===== src/rtl/mem_ctrl_if.sv =====
// Pipeline-side request/response and byte-wide RAM signals of the
// memory access controller.
interface mem_ctrl_if;
    logic        if_req;
    logic [31:0] if_addr;
    logic [31:0] inst;
    logic        if_done;
    logic        mem_req;
    logic        mem_we;
    logic [1:0]  mem_valid_bit;
    logic [31:0] mem_addr;
    logic [31:0] mem_wdata;
    logic [31:0] mem_rdata;
    logic        mem_done;
    logic        stall_req;
    logic [31:0] ram_a;
    logic [7:0]  ram_dout;
    logic        ram_wr;
    logic [7:0]  ram_din;

    modport master (
        output if_req, if_addr,
        output mem_req, mem_we, mem_valid_bit, mem_addr, mem_wdata,
        output ram_din,
        input  inst, if_done, mem_rdata, mem_done, stall_req,
        input  ram_a, ram_dout, ram_wr
    );

    modport slave (
        input  if_req, if_addr,
        input  mem_req, mem_we, mem_valid_bit, mem_addr, mem_wdata,
        input  ram_din,
        output inst, if_done, mem_rdata, mem_done, stall_req,
        output ram_a, ram_dout, ram_wr
    );
endinterface


===== src/rtl/mem_ctrl.sv =====
// Arbitrates fetch and load/store onto a byte-wide RAM, serialising
// each access into 1/2/4 byte cycles with little-endian assembly.
module mem_ctrl (
    input  logic       clk,
    input  logic       rst,
    mem_ctrl_if.slave  bus
);
    typedef enum logic [1:0] {IDLE, READ, WRITE, DONE} state_e;

    state_e      state_q, state_d;
    logic [1:0]  cnt_q, cnt_d;
    logic [1:0]  nm1_q, nm1_d;
    logic        pend_q, pend_d;
    logic        src_q, src_d;
    logic [31:0] addr_q, addr_d;
    logic [31:0] wdata_q, wdata_d;
    logic [31:0] asm_q, asm_d;
    logic [31:0] ram_a_q, ram_a_d;
    logic [7:0]  ram_dout_q, ram_dout_d;
    logic        ram_wr_q, ram_wr_d;
    logic [31:0] inst_q, inst_d;
    logic [31:0] rdata_q, rdata_d;

    logic [1:0]  cnt_inc;
    logic [1:0]  mem_nm1;
    logic [31:0] asm_nxt;

    assign cnt_inc = cnt_q + 2'd1;

    always_comb begin
        case (bus.mem_valid_bit)
            2'b00:   mem_nm1 = 2'd0;
            2'b01:   mem_nm1 = 2'd1;
            default: mem_nm1 = 2'd3;
        endcase
    end

    always_comb begin
        asm_nxt = asm_q;
        asm_nxt[{cnt_q, 3'b000} +: 8] = bus.ram_din;
    end

    always_comb begin
        state_d    = state_q;
        cnt_d      = cnt_q;
        nm1_d      = nm1_q;
        pend_d     = pend_q;
        src_d      = src_q;
        addr_d     = addr_q;
        wdata_d    = wdata_q;
        asm_d      = asm_q;
        ram_a_d    = ram_a_q;
        ram_dout_d = ram_dout_q;
        ram_wr_d   = 1'b0;
        inst_d     = inst_q;
        rdata_d    = rdata_q;
        unique case (state_q)
            IDLE: begin
                cnt_d  = 2'd0;
                pend_d = 1'b0;
                asm_d  = 32'd0;
                if (bus.mem_req) begin
                    src_d   = 1'b1;
                    addr_d  = bus.mem_addr;
                    wdata_d = bus.mem_wdata;
                    nm1_d   = mem_nm1;
                    ram_a_d = bus.mem_addr;
                    if (bus.mem_we) begin
                        ram_dout_d = bus.mem_wdata[7:0];
                        ram_wr_d   = 1'b1;
                        state_d    = WRITE;
                    end else begin
                        state_d = READ;
                    end
                end else if (bus.if_req) begin
                    src_d   = 1'b0;
                    addr_d  = bus.if_addr;
                    nm1_d   = 2'd3;
                    ram_a_d = bus.if_addr;
                    state_d = READ;
                end
            end
            READ: begin
                // pend_q marks that ram_din now carries lane cnt_q
                if (!pend_q) begin
                    pend_d = 1'b1;
                    if (nm1_q != 2'd0) ram_a_d = addr_q + 32'd1;
                end else begin
                    asm_d = asm_nxt;
                    if (cnt_q == nm1_q) begin
                        state_d = DONE;
                        if (src_q) rdata_d = asm_nxt;
                        else       inst_d  = asm_nxt;
                    end else begin
                        cnt_d = cnt_inc;
                        if ({1'b0, cnt_q} + 3'd2 <= {1'b0, nm1_q})
                            ram_a_d = addr_q + {30'd0, cnt_q} + 32'd2;
                    end
                end
            end
            WRITE: begin
                if (cnt_q == nm1_q) begin
                    state_d = DONE;
                end else begin
                    cnt_d      = cnt_inc;
                    ram_a_d    = addr_q + {30'd0, cnt_inc};
                    ram_dout_d = wdata_q[{cnt_inc, 3'b000} +: 8];
                    ram_wr_d   = 1'b1;
                end
            end
            DONE: begin
                state_d = IDLE;
            end
        endcase
    end

    always_ff @(posedge clk) begin
        if (rst) begin
            state_q    <= IDLE;
            cnt_q      <= 2'd0;
            nm1_q      <= 2'd0;
            pend_q     <= 1'b0;
            src_q      <= 1'b0;
            addr_q     <= 32'd0;
            wdata_q    <= 32'd0;
            asm_q      <= 32'd0;
            ram_a_q    <= 32'd0;
            ram_dout_q <= 8'd0;
            ram_wr_q   <= 1'b0;
            inst_q     <= 32'd0;
            rdata_q    <= 32'd0;
        end else begin
            state_q    <= state_d;
            cnt_q      <= cnt_d;
            nm1_q      <= nm1_d;
            pend_q     <= pend_d;
            src_q      <= src_d;
            addr_q     <= addr_d;
            wdata_q    <= wdata_d;
            asm_q      <= asm_d;
            ram_a_q    <= ram_a_d;
            ram_dout_q <= ram_dout_d;
            ram_wr_q   <= ram_wr_d;
            inst_q     <= inst_d;
            rdata_q    <= rdata_d;
        end
    end

    assign bus.ram_a     = ram_a_q;
    assign bus.ram_dout  = ram_dout_q;
    assign bus.ram_wr    = ram_wr_q;
    assign bus.inst      = inst_q;
    assign bus.mem_rdata = rdata_q;
    assign bus.if_done   = (state_q == DONE) && !src_q;
    assign bus.mem_done  = (state_q == DONE) && src_q;
    assign bus.stall_req = (bus.mem_req & ~bus.mem_done)
                         | (bus.if_req & ~bus.if_done);
endmodule


===== src/flat_wrapper.sv =====
// flat-port wrapper written by rule: the top's interface ports become plain ports
module mem_ctrl_flat 
  (clk, rst, bus_if_req, bus_if_addr, bus_mem_req, bus_mem_we, bus_mem_valid_bit, bus_mem_addr, bus_mem_wdata, bus_ram_din, bus_inst, bus_if_done, bus_mem_rdata, bus_mem_done, bus_stall_req, bus_ram_a, bus_ram_dout, bus_ram_wr);
  mem_ctrl_if bus_i ();
  input  logic clk;
  input  logic rst;
  input wire logic [$bits(bus_i.if_req)-1:0] bus_if_req;
  input wire logic [$bits(bus_i.if_addr)-1:0] bus_if_addr;
  input wire logic [$bits(bus_i.mem_req)-1:0] bus_mem_req;
  input wire logic [$bits(bus_i.mem_we)-1:0] bus_mem_we;
  input wire logic [$bits(bus_i.mem_valid_bit)-1:0] bus_mem_valid_bit;
  input wire logic [$bits(bus_i.mem_addr)-1:0] bus_mem_addr;
  input wire logic [$bits(bus_i.mem_wdata)-1:0] bus_mem_wdata;
  input wire logic [$bits(bus_i.ram_din)-1:0] bus_ram_din;
  output wire logic [$bits(bus_i.inst)-1:0] bus_inst;
  output wire logic [$bits(bus_i.if_done)-1:0] bus_if_done;
  output wire logic [$bits(bus_i.mem_rdata)-1:0] bus_mem_rdata;
  output wire logic [$bits(bus_i.mem_done)-1:0] bus_mem_done;
  output wire logic [$bits(bus_i.stall_req)-1:0] bus_stall_req;
  output wire logic [$bits(bus_i.ram_a)-1:0] bus_ram_a;
  output wire logic [$bits(bus_i.ram_dout)-1:0] bus_ram_dout;
  output wire logic [$bits(bus_i.ram_wr)-1:0] bus_ram_wr;
  assign bus_i.if_req = bus_if_req;
  assign bus_i.if_addr = bus_if_addr;
  assign bus_i.mem_req = bus_mem_req;
  assign bus_i.mem_we = bus_mem_we;
  assign bus_i.mem_valid_bit = bus_mem_valid_bit;
  assign bus_i.mem_addr = bus_mem_addr;
  assign bus_i.mem_wdata = bus_mem_wdata;
  assign bus_i.ram_din = bus_ram_din;
  assign bus_inst = bus_i.inst;
  assign bus_if_done = bus_i.if_done;
  assign bus_mem_rdata = bus_i.mem_rdata;
  assign bus_mem_done = bus_i.mem_done;
  assign bus_stall_req = bus_i.stall_req;
  assign bus_ram_a = bus_i.ram_a;
  assign bus_ram_dout = bus_i.ram_dout;
  assign bus_ram_wr = bus_i.ram_wr;
  mem_ctrl u_core (.clk(clk), .rst(rst), .bus(bus_i));
endmodule

===== config.mk =====
export PLATFORM = sky130hd
export DESIGN_NAME = mem_ctrl_flat
export DESIGN_NICKNAME = d
export VERILOG_FILES = /design/src/rtl/mem_ctrl_if.sv /design/src/rtl/mem_ctrl.sv /design/src/flat_wrapper.sv
export SDC_FILE = /design/constraint.sdc
export NUM_CORES = 1
export LEC_CHECK = 0
export ABC_AREA = 1
export BUFFER_PORTS_ARGS = -buffer_cell sky130_fd_sc_hd__buf_2
export CAP_MARGIN = 20
export CORE_ASPECT_RATIO = 0.5
export CORE_MARGIN = 5
export CORE_UTILIZATION = 56
export CTS_CLUSTER_SIZE = 40
export DETAILED_ROUTE_END_ITERATION = 12
export GPL_TIMING_DRIVEN = 0
export PLACE_DENSITY_LB_ADDON = 0.05
export SYNTH_ARGS = -nofsm -noshare
export SYNTH_HDL_FRONTEND = slang
export SYNTH_SLANG_ARGS = --single-unit

===== constraint.sdc =====
create_clock -name clk -period 3.4 [get_ports clk]
set_input_delay 0.17 -clock clk [delete_from_list [all_inputs] [get_ports clk]]
set_output_delay 0.17 -clock clk [all_outputs]
set_load 0.005 [all_outputs]

==> After elaboration in Yosys (flattened, before gate mapping) <==
Index checks and enable logic that the tools add are counted.
{ "classes": {"add_sub_neg": 7, "n_mul": 0, "n_div": 0, "order_cmp": 1, "n_eq_ne": 13, "shift": 3, "muxes": 34, "bitwise_logic": 6, "reduce_logical": 19} }
{ "op_table": {"columns": ["cell", "n"], "rows": [
  ["2-to-1 mux 32 bit", 8],
  ["case mux 32 bit (3 select lines)", 1],
  ["adder 32 x 2 -> 32 bit", 2],
  ["case mux 32 bit (2 select lines)", 1],
  ["adder 32 x 1 -> 32 bit (second input constant)", 1],
  ["adder 32 x 2 -> 32 bit (second input constant)", 1],
  ["bitwise mux 32 bit", 1],
  ["variable shift 8 x 7 -> 32 bit (first input constant)", 1],
  ["indexed part select 32 x 6 -> 8 bit", 1],
  ["indexed part select 8 x 7 -> 32 bit", 1],
  ["2-to-1 mux 8 bit", 3],
  ["2-to-1 mux 2 bit", 9],
  ["case mux 8 bit (2 select lines)", 1],
  ["AND reduction 4 bit", 3],
  ["AND reduction 2 bit", 5],
  ["!= test 3 bit (second input constant)", 3],
  ["case mux 2 bit (4 select lines)", 1],
  ["nonzero test 2 bit", 4],
  ["negation 5 -> 7 bit", 1],
  ["!= test 2 bit (second input constant)", 3],
  ["case mux 2 bit (3 select lines)", 1],
  ["AND reduction 6 bit", 1],
  ["2-to-1 mux 1 bit", 5],
  ["equality test 2 x 1 -> 1 bit (second input constant)", 2],
  ["other kinds (16)", 23]
]} }
{ "totals": {"ff_bits": 209, "latch_bits": 0, "ramBits": 0, "mem_bits_ro": 0, "inputBits": 111, "output_inout_bits": 108, "word_cells": 96, "mem_count": 0} }

==> Longest topological paths before layout <==
Gate-level depths: netlist (run 1).
{ "logic_depth": {"depth_word": 6, "ltp_mapped": 16, "ltp_nobuf": 16} }

==> Worst setup path before layout (run 1) <==
OpenSTA, ideal clock, no wires.
{ "synth_path": {"path_type": "register to register", "start": "register u_core.cnt_q[0]", "end": "register u_core.ram_a_q[10], in the netlist u_core.bus.ram_a[10]", "t_arrival_ns": 2.902, "t_required_ns": 3.268, "path_slack_ns": 0.365, "path_stages_with_launch": 15, "period_less_slack_ns": 3.035, "path_cell_list": "dfxtp_1 -> clkbuf_1 -> clkinv_1 -> clkbuf_1 -> ha_1 -> clkinv_1 -> fa_1 -> nor2_1 -> nand2_1 -> nor2_2 -> a21oi_1 -> o21ai_0 -> nand3_1 -> nand3_1 -> a21oi_1"} }
{ "synth_via": {"elab_chain_cells": 6} }
{ "synth_rtl": {"columns": ["item", "line", "source"], "rows": [
  ["start, declared", "mem_ctrl.sv:11", "logic [1:0] cnt_q, cnt_d;"],
  ["start signal, assigned", "mem_ctrl.sv:134", "cnt_q <= cnt_d;"],
  ["adder 32 x 2 -> 32 bit (2 in a row)", "mem_ctrl.sv:97", "ram_a_d = addr_q + {30'd0, cnt_q} + 32'd2;"],
  ["2-to-1 mux 32 bit", "mem_ctrl.sv:96", "if ({1'b0, cnt_q} + 3'd2 <= {1'b0, nm1_q})"],
  ["2-to-1 mux 32 bit", "mem_ctrl.sv:90", "if (cnt_q == nm1_q) begin"],
  ["2-to-1 mux 32 bit", "mem_ctrl.sv:85", "if (!pend_q) begin"],
  ["case mux 32 bit (3 select lines)", "mem_ctrl.sv:57", "unique case (state_q)"],
  ["end signal, assigned", "mem_ctrl.sv:141", "ram_a_q <= ram_a_d;"],
  ["end, declared", "mem_ctrl.sv:18", "logic [31:0] ram_a_q, ram_a_d;"]
]} }
Several ways; a longest one is shown, not always the timed one. The select of a mux whose other input is x is not followed.
A chain may end at the register's enable or synchronous reset.

==> Final worst setup path (run 1) <==
{ "layout_path": {"start": "register u_core.cnt_q[0]", "end": "register u_core.ram_a_q[20], in the netlist u_core.bus.ram_a[20]"} }
The elaborated chain is that of the path after synthesis.

==> results of run 1 <==
-- Yosys cell counts, types with 18 or more instances --
cell	number	share of area
a21oi_1	158	0.073
a311oi_1	18	0.014
buf_2	30	0.014
clkbuf_1	56	0.019
dfxtp_1	209	0.38
ha_1	19	0.022
inv_1	116	0.040
nand2_1	273	0.094
nand3_1	131	0.060
nor2_1	175	0.060
nor2_2	18	0.010
o21ai_0	157	0.072
o22ai_1	28	0.016
-- where the power goes --
group | total [uW] | leakage, uW | switching [uW] | internal, uW
sequential | 3260 | 0.00171 | 399 | 2870
clock | 2350 | 0.000314 | 1010 | 1330
combinational | 4410 | 0.00408 | 2990 | 1420
total | 10000 | 0.00610 | 4400 | 5620
-- registers in the layout (all words and copies together) (netlist names), 8 cells and up --
signal and count:
u_core.bus.inst 32, u_core.asm_q 32, u_core.addr_q 32, u_core.bus.ram_a 32
u_core.bus.mem_rdata 32, u_core.bus.ram_dout 8, u_core.wdata_q 32
-- placed cells by master, fill, tap and decap left out, types with 4 or more instances in the layout --
cell type	n
buf_4	4
nand2_1	273
dfxtp_1	209
nor2_1	175
a22oi_1	16
o21ai_0	157
a2bb2oi_1	16
a21oi_1	158
o22ai_1	28
nand2_2	10
nor2_8	5
nor2_4	15
a211oi_1	10
clkinv_2	4
nand4_1	7
nor2_2	17
nand2_4	6
mux2i_1	13
inv_1	116
clkbuf_1	57
inv_2	10
buf_2	246
a311oi_1	18
dlygate4sd3_1	71
o21ai_1	5
ha_1	18
a31oi_1	7
nand3_1	131
a21oi_2	6
clkbuf_16	19
-- cells by family (layout without fill, tap and decap cells) --
kind of cell | count (synthesis) | after routing | share of synthesized area
AND/OR/NAND/NOR | 648 | 648 | 0.273
AO/OA/AOI/OAI | 430 | 430 | 0.224
buffers and inverters | 221 | 542 | 0.0809
adder cells (fa/ha/maj) | 21 | 21 | 0.0255
multiplexers | 13 | 13 | 0.0120
flip-flops | 209 | 209 | 0.385
other | 0 | 1 | 0
-- worst max path at each step --
stage                                         to  slack, ns
2_1_floorplan  u_core.bus.ram_a[10]$_SDFFE_PP0P_       0.37
3_3_place_gp   u_core.bus.ram_a[18]$_SDFFE_PP0P_      -0.76
3_5_place_dp   u_core.bus.ram_a[18]$_SDFFE_PP0P_      -0.82
4_1_cts        u_core.bus.ram_a[20]$_SDFFE_PP0P_       0.04
5_1_grt        u_core.bus.ram_a[20]$_SDFFE_PP0P_       0.05
6_report       u_core.bus.ram_a[20]$_SDFFE_PP0P_       0.22
-- through the flow --
| stage | util | cells | worst slack, ns | TNS, ns | power [uW] |
|---|---|---|---|---|---|
| 6_report | 0.710 | 2130 | 0.217 | 0 | 10000 |
| 5_1_grt | 0.710 | 2129 | 0.0454 | 0 | 10500 |
| 3_3_place_gp | 0.638 | 2024 | -0.760 | -9.55 | 7230 |
| 2_1_floorplan | - | 1542 | 0.365 | 0 | 5870 |
| 3_5_place_dp | 0.638 | 2024 | -0.821 | -11.16 | 7350 |
| 4_1_cts | 0.710 | 2129 | 0.0404 | 0 | 9820 |
-- worst reg2reg max path, stage by stage, from the launching register on --
cell and delay [ns]:
dfxtp_1 0.40, clkbuf_2 0.24, clkinv_2 0.18, buf_4 0.25, ha_4 0.34, inv_4 0.09
fa_2 0.41, nor2_1 0.19, nand2_1 0.20, nor2_2 0.21, nand3_1 0.09, nand3_1 0.09
nand3_1 0.10, nand3_1 0.17, a21oi_1 0.08
-- routing by layer --
layer	global-route usage	part of all wire
met5	0	0.00027
met1	0.437	0.40
met2	0.595	0.45
met3	0.0768	0.088
met4	0.179	0.057
-- cell type report --
class	instances	area [um2]
Timing Repair Buffer	287	1790
Clock inverter	9	131
Antenna cell	1	2.50
Fill cell	1597	5590
Buffer	90	392
Sequential cell	209	4180
Clock buffer	25	528
Inverter	131	497
Multi-Input combinational cell	1112	5830
Tap cell	266	333
-- timing repair --
item | in CTS | in global routing
setup endpoints to repair | 30 | 13
gates resized for setup | 8 | 3
hold buffers | 71 | 0
endpoints found under the hold margin | 52 | 0
==> qor.csv, run 1 <==
stage;metric;value;unit
power_and_ir_drop;leakagePower;0.00610;uW
clock_tree;postCtsSetupBuffers;0;
clock_tree;clk_latency;0.52;ns
synthesis;syn_area;10900;um2
routing;via_count;12600;
routing;finalWirelength;41400;um
critical_path;arrival;3.55;ns
placement;place_area;12300;um2
critical_path;crit_path_max_incr_delay;0.41;ns
floorplanning;floorplan.initialDensity;0.564;
sta;setup_viol;0;
clock_tree;cts_tree;done;
sta;holdWs;0.0539;ns
critical_path;cp-end-kind;register;
routing;drt_iter0_drc;1268;
worst_hold_path;holdPathStages;3;
placement;hpwl;29900;um
clock_tree;clockRootBuffer;clkbuf_16;
floorplanning;die_x;207;um
critical_path;rrSetupSlack;0.22;ns
synthesis;ys.flop_type;dfxtp_1;
synthesis;async_flop_share;0;
clock_tree;htreeDepth;1;
clock_tree;clock_path_buffers;3;
global_routing;grt_max_degree;18;
worst_hold_path;min_path_type;input port to register;
clock_tree;clkTransAtPathRegs;0.07;ns
synthesis;synth.distinct_cells;41;
critical_path;timing.rr.end;u_core.bus.ram_a[20]$_SDFFE_PP0P_;
sta;max_freq;0.314;GHz
sta;rsz0062_at_grt;no;
critical_path;crit_buf_inv;4;
worst_hold_path;min-delay-start;bus_if_addr[14];
critical_path;crit_family;simple AND/OR/NAND/NOR gates;
floorplanning;fp-row-count;36;
floorplanning;die-area;22500;um2
critical_path;crit_cells;14;
global_routing;track_usage;0.354;
status;status;completed;
power_and_ir_drop;worst_ir_drop_vdd;0.343;mV
sta;post-route-period-util;0.936;
sta;min_period;3.18;ns
flow_run;max-cap-violations;0;
critical_path;worstPathMaxFanout;14;
routing;ant_nets;0;
routing;dr.pass1.iters;5;
cells_and_area;fin_area;13700;um2
synthesis;synth_edf_count;0;
sta;worst_pin_slew;0.889;ns
critical_path;r2r_cells;14;
critical_path;slowest_stage;fa_2;
placement;gp_congestion;1.06;
sta;final_hold_viol_count;0;
synthesis;yosysSeqAreaShare;0.385;
global_routing;grt_pass1_vias;12400;
synthesis;avgSynthCellArea;7.05;um2
sta;finalClockSkew;0.0117;ns
synthesis;syn-num-nets;1674;
cells_and_area;syn2layout_area_growth;25.9;%
cells_and_area;fin_nets;1982;
routing;drc;0;
sta;slew_headroom;0.407;
floorplanning;die_h;109;um
critical_path;reg2reg_from;u_core.cnt_q[0]$_SDFFE_PP0P_;
synthesis;synth_seq_cells;209;
power_and_ir_drop;powerDensity;732;nW/um2
cells_and_area;drive_above_1_share;0.195;
floorplanning;design.core.area;19300;um2
sta;final_max_slew_viol_count;0;
critical_path;worst_path_most_repeated_cell;nand3_1;
critical_path;crit_path_start_kind;register;
critical_path;critPathKind;register to register;
global_routing;antenna_found_initial;1;
routing;routed_via_density;5.93;
synthesis;syn_inst;1542;
clock_tree;cts_sinks;209;
critical_path;required;3.77;ns
synthesis;ys_warn_count;0;
placement;io_buffers;216;
critical_path;path_cells;clkbuf_2, clkinv_2, buf_4, ha_4, inv_4, fa_2, nor2_1, nand2_1, nor2_2, nand3_1, nand3_1, nand3_1, nand3_1, a21oi_1;
critical_path;crit_start;u_core.cnt_q[0]$_SDFFE_PP0P_;
floorplanning;io-pin-count;219;
clock_tree;numCtsBuffers;19;
global_routing;grt_pass1_wl;64400;um
worst_hold_path;min_to;u_core.addr_q[14]$_SDFFE_PP0P_;
global_routing;grt-ovfl-total;0;
routing;routedWlPerCell;19.4;um
No activity file was read; power rests on OpenSTA's default activity.
==> run 2: changes to the inputs <==
ABC_AREA = default   (was 1)
BUFFER_PORTS_ARGS = default   (was -buffer_cell sky130_fd_sc_hd__buf_2)
CORE_UTILIZATION = 64   (was 56)
DONT_BUFFER_PORTS = 1   (was default)
==> run 2 against run 1 <==
The flow now finishes with violations (negative hold slack). Synthesized area shrank 4.2%. Routed wire length is 7.9% lower. Flip-flop and latch count stayed put. Clock-buffer cell count unchanged.
==> qor.csv, run 2 <==
stage;metric;value;unit;change
status;status;finished, violations left;;
status;violations;negative hold slack;;
critical_path;required;3.84;ns;+0.07 ns
routing;finalWirelength;38100;um;-7.9%
placement;pre_cts_slack;-0.400;ns;+0.421 ns
critical_path;worstPathMaxFanout;6;;-8
critical_path;rrSetupSlack;0.14;ns;-0.08 ns
floorplanning;die-area;19100;um2;-15%
synthesis;yosysSeqAreaShare;0.401;;+0.0168
synthesis;synth.distinct_cells;66;;+61%
global_routing;grt_max_degree;17;;-1
clock_tree;clkTransAtPathRegs;0.07;ns;about the same
floorplanning;die_x;190;um;-8.0%
sta;post-route-period-util;0.959;;+0.0232
clock_tree;cts_sinks;209;;unchanged
critical_path;arrival;3.70;ns;+0.15 ns
worst_hold_path;min_to;u_core.addr_q[30]$_SDFFE_PP0P_;;
synthesis;synth_top_area_frac;0.401;;+0.0168
synthesis;avgSynthCellArea;8.21;um2;+16%
cells_and_area;final_util;0.764;;+0.0535
floorplanning;die_h;100;um;-7.7%
synthesis;yosys.area.top_type;dfxtp_1;;
global_routing;antenna_found_initial;0;;-1
routing;dr.pass1.iters;6;;+1
routing;routedWlPerCell;23.5;um;+21%
critical_path;crit_family;compound AO/OA/AOI/OAI gates;;
global_routing;grt_pass1_wl;57800;um;-10%
routing;drt_iter0_drc;1259;;-0.71%
placement;gp_congestion;0.985;;-7.2%
flow_run;max-cap-violations;0;;unchanged
sta;holdWs;-0.0338;ns;-0.0877 ns
floorplanning;fp-row-count;33;;-8.3%
placement;hpwl;25500;um;-15%
sta;worst_pin_slew;1.23;ns;+0.343 ns
critical_path;crit_path_max_incr_delay;0.60;ns;+0.19 ns
sta;rsz0062_at_grt;no;;
global_routing;grt-ovfl-total;0;;unchanged
clock_tree;clk_latency;0.52;ns;about the same
power_and_ir_drop;worst_ir_drop_vdd;0.466;mV;+36%
sta;finalWorstSetupSlack;0.138;ns;-0.0789 ns
critical_path;crit_path_start_kind;register;;
critical_path;path_cells;inv_1, ha_1, inv_1, ha_1, inv_1, fa_1, nand2b_1, and2_1, o21ai_1, nand3b_1, a311o_1, a21oi_1;;
cells_and_area;final_cell_mix;dfxtp_1, nor2_1, nand2_1, a21oi_1, a211oi_1;;
synthesis;ys.flop_type;dfxtp_1;;
critical_path;cp-end-kind;register;;
synthesis;synth_seq_cells;209;;unchanged
critical_path;r2r_cells;12;;-2
placement;place_area;10700;um2;-13%
synthesis;syn-num-nets;1402;;-16%
routing;drc;0;;unchanged
worst_hold_path;holdPathStages;2;;-1
synthesis;synth_most_common_cell;dfxtp_1;;
synthesis;synth_top_family_by_area;simple AND/OR/NAND/NOR gates;;
synthesis;async_flop_share;0;;unchanged
cells_and_area;fillers;1157;;-28%
routing;ant_nets;0;;unchanged
sta;min_period;3.26;ns;+0.0789 ns
routing;routed_via_density;6.58;;+11%
synthesis;syn_area;10400;um2;-4.2%
cells_and_area;fin_nets;1515;;-24%
power_and_ir_drop;leakagePower;0.00437;uW;-28%
synthesis;syn_inst;1270;;-18%
sta;finalClockSkew;0.0120;ns;+0.000334 ns
critical_path;critPathKind;register to register;;
synthesis;synth_xor_area_frac;0.0311;;+0.0311
global_routing;grt_pass1_vias;10400;;-16%
critical_path;slowest_stage;o21ai_1;;
synthesis;synth_edf_count;0;;unchanged
sta;setup_viol;0;;unchanged
placement;io_buffers;0;;-100%
synthesis;yosys-top-cells-area;dfxtp_1, a211oi_1, nor2_1, a21oi_1, nand2_1;;
critical_path;crit_buf_inv;3;;-1
cells_and_area;final_common_cell;dfxtp_1;;
worst_hold_path;min-delay-start;bus_mem_addr[30];;
cells_and_area;drive_above_1_share;0.0709;;-0.124
critical_path;reg2reg_from;u_core.cnt_q[1]$_SDFFE_PP0P_;;
power_and_ir_drop;powerDensity;770;nW/um2;+5.1%
sta;tns;0;ns;unchanged
worst_hold_path;min_path_type;input port to register;;
sta;final_max_slew_viol_count;0;;unchanged
synthesis;ys_warn_count;0;;unchanged
routing;via_count;10700;;-15%
synthesis;synth_compound_area_frac;0.208;;-0.0160
sta;max_freq;0.307;GHz;-2.4%
clock_tree;numCtsBuffers;20;;+1
power_and_ir_drop;finalPower;9520;uW;-5.1%
cells_and_area;fin_area;12400;um2;-9.7%
synthesis;synth_fa_ha_area_frac;0.0267;;+0.00112
synthesis;synthTopCellsByCount;dfxtp_1, nor2_1, a21oi_1, nand2_1, a211oi_1;;
cells_and_area;syn2layout_area_growth;18.6;%;
synthesis;synth_mux_area_frac;0.0648;;+0.0529
clock_tree;htreeDepth;1;;unchanged
floorplanning;floorplan.initialDensity;0.644;;+0.0797
sta;slew_headroom;0.179;;-0.229
critical_path;worst_path_most_repeated_cell;inv_1;;
clock_tree;clockRootBuffer;clkbuf_16;;
clock_tree;clock_path_buffers;3;;unchanged
global_routing;track_usage;0.381;;+0.0272
critical_path;timing.rr.end;u_core.bus.ram_a[5]$_SDFFE_PP0P_;;
clock_tree;cts_tree;done;;
floorplanning;io-pin-count;219;;unchanged
synthesis;synth-simple-area-share;0.217;;-0.0557
sta;final_hold_viol_count;1;;+1
floorplanning;design.core.area;16200;um2;-16%
## run 2: kinds of logic after synthesis
family / after synthesis
simple gates: 487
compound gates: 330
xor+xnor: 37
fa+ha+maj: 21
flops: 209
mux: 57
buf+inv: 129
## run 2: power breakdown
group | switching (uW) | internal (uW) | total, uW | leakage [uW]
sequential | 359 | 2850 | 3210 | 0.00171
clock | 1040 | 1460 | 2510 | 0.000354
combinational | 2530 | 1270 | 3800 | 0.00231
## run 2: worst max-delay path by stage
stage | startpoint | end | cells after the start
after floorplan | u_core.cnt_q[0]$_SDFFE_PP0P_ | u_core.bus.ram_a[18]$_SDFFE_PP0P_ | 10
after global routing | u_core.cnt_q[0]$_SDFFE_PP0P_ | u_core.bus.ram_a[22]$_SDFFE_PP0P_ | 11
final | u_core.cnt_q[1]$_SDFFE_PP0P_ | u_core.bus.ram_a[5]$_SDFFE_PP0P_ | 12
after CTS | u_core.cnt_q[0]$_SDFFE_PP0P_ | u_core.bus.ram_a[22]$_SDFFE_PP0P_ | 10
after global placement | u_core.cnt_q[0]$_SDFFE_PP0P_ | u_core.bus.ram_a[18]$_SDFFE_PP0P_ | 10
after detailed placement | u_core.cnt_q[0]$_SDFFE_PP0P_ | u_core.bus.ram_a[18]$_SDFFE_PP0P_ | 10
## run 2: per-stage QoR
step	std cells	hold WS (ns)
6_report	1626	-0.0338
5_1_grt	1624	0.00394
4_1_cts	1620	0.00273
3_5_place_dp	1497	0.312
3_3_place_gp	1497	0.308
2_1_floorplan	1270	0.306
## run 2: repair_timing
| action | CTS | global route |
|---|---|---|
| buffers inserted | 0 | 4 |
| cloned | 0 | 0 |
| setup endpoints to repair | 13 | 10 |
| resized for setup | 5 | 3 |
| pin swaps | 1 | 1 |
| hold buffers | 87 | 1 |
| endpoints found under the hold margin | 105 | 1 |
## run 2: per-layer routing
layer	global-route usage	vias up	wire (um)
met5	0	-	0
li1	-	4731	-
met3	0.113	173	4510
met2	0.624	738	17200
met4	0.150	0	1770
met1	0.479	5062	14700
## run 2: layout make-up
cell class	count	area, um2	area share
clock buffer	25	549	0.0444
multi-input combinational	932	5730	0.463
sequential	209	4190	0.339
clock inverter	11	173	0.0140
antenna	2	5.00	0.000405
buffer	108	450	0.0364
tap	227	284	0.0230
inverter	20	75.1	0.00607
timing repair buffer	92	911	0.0737
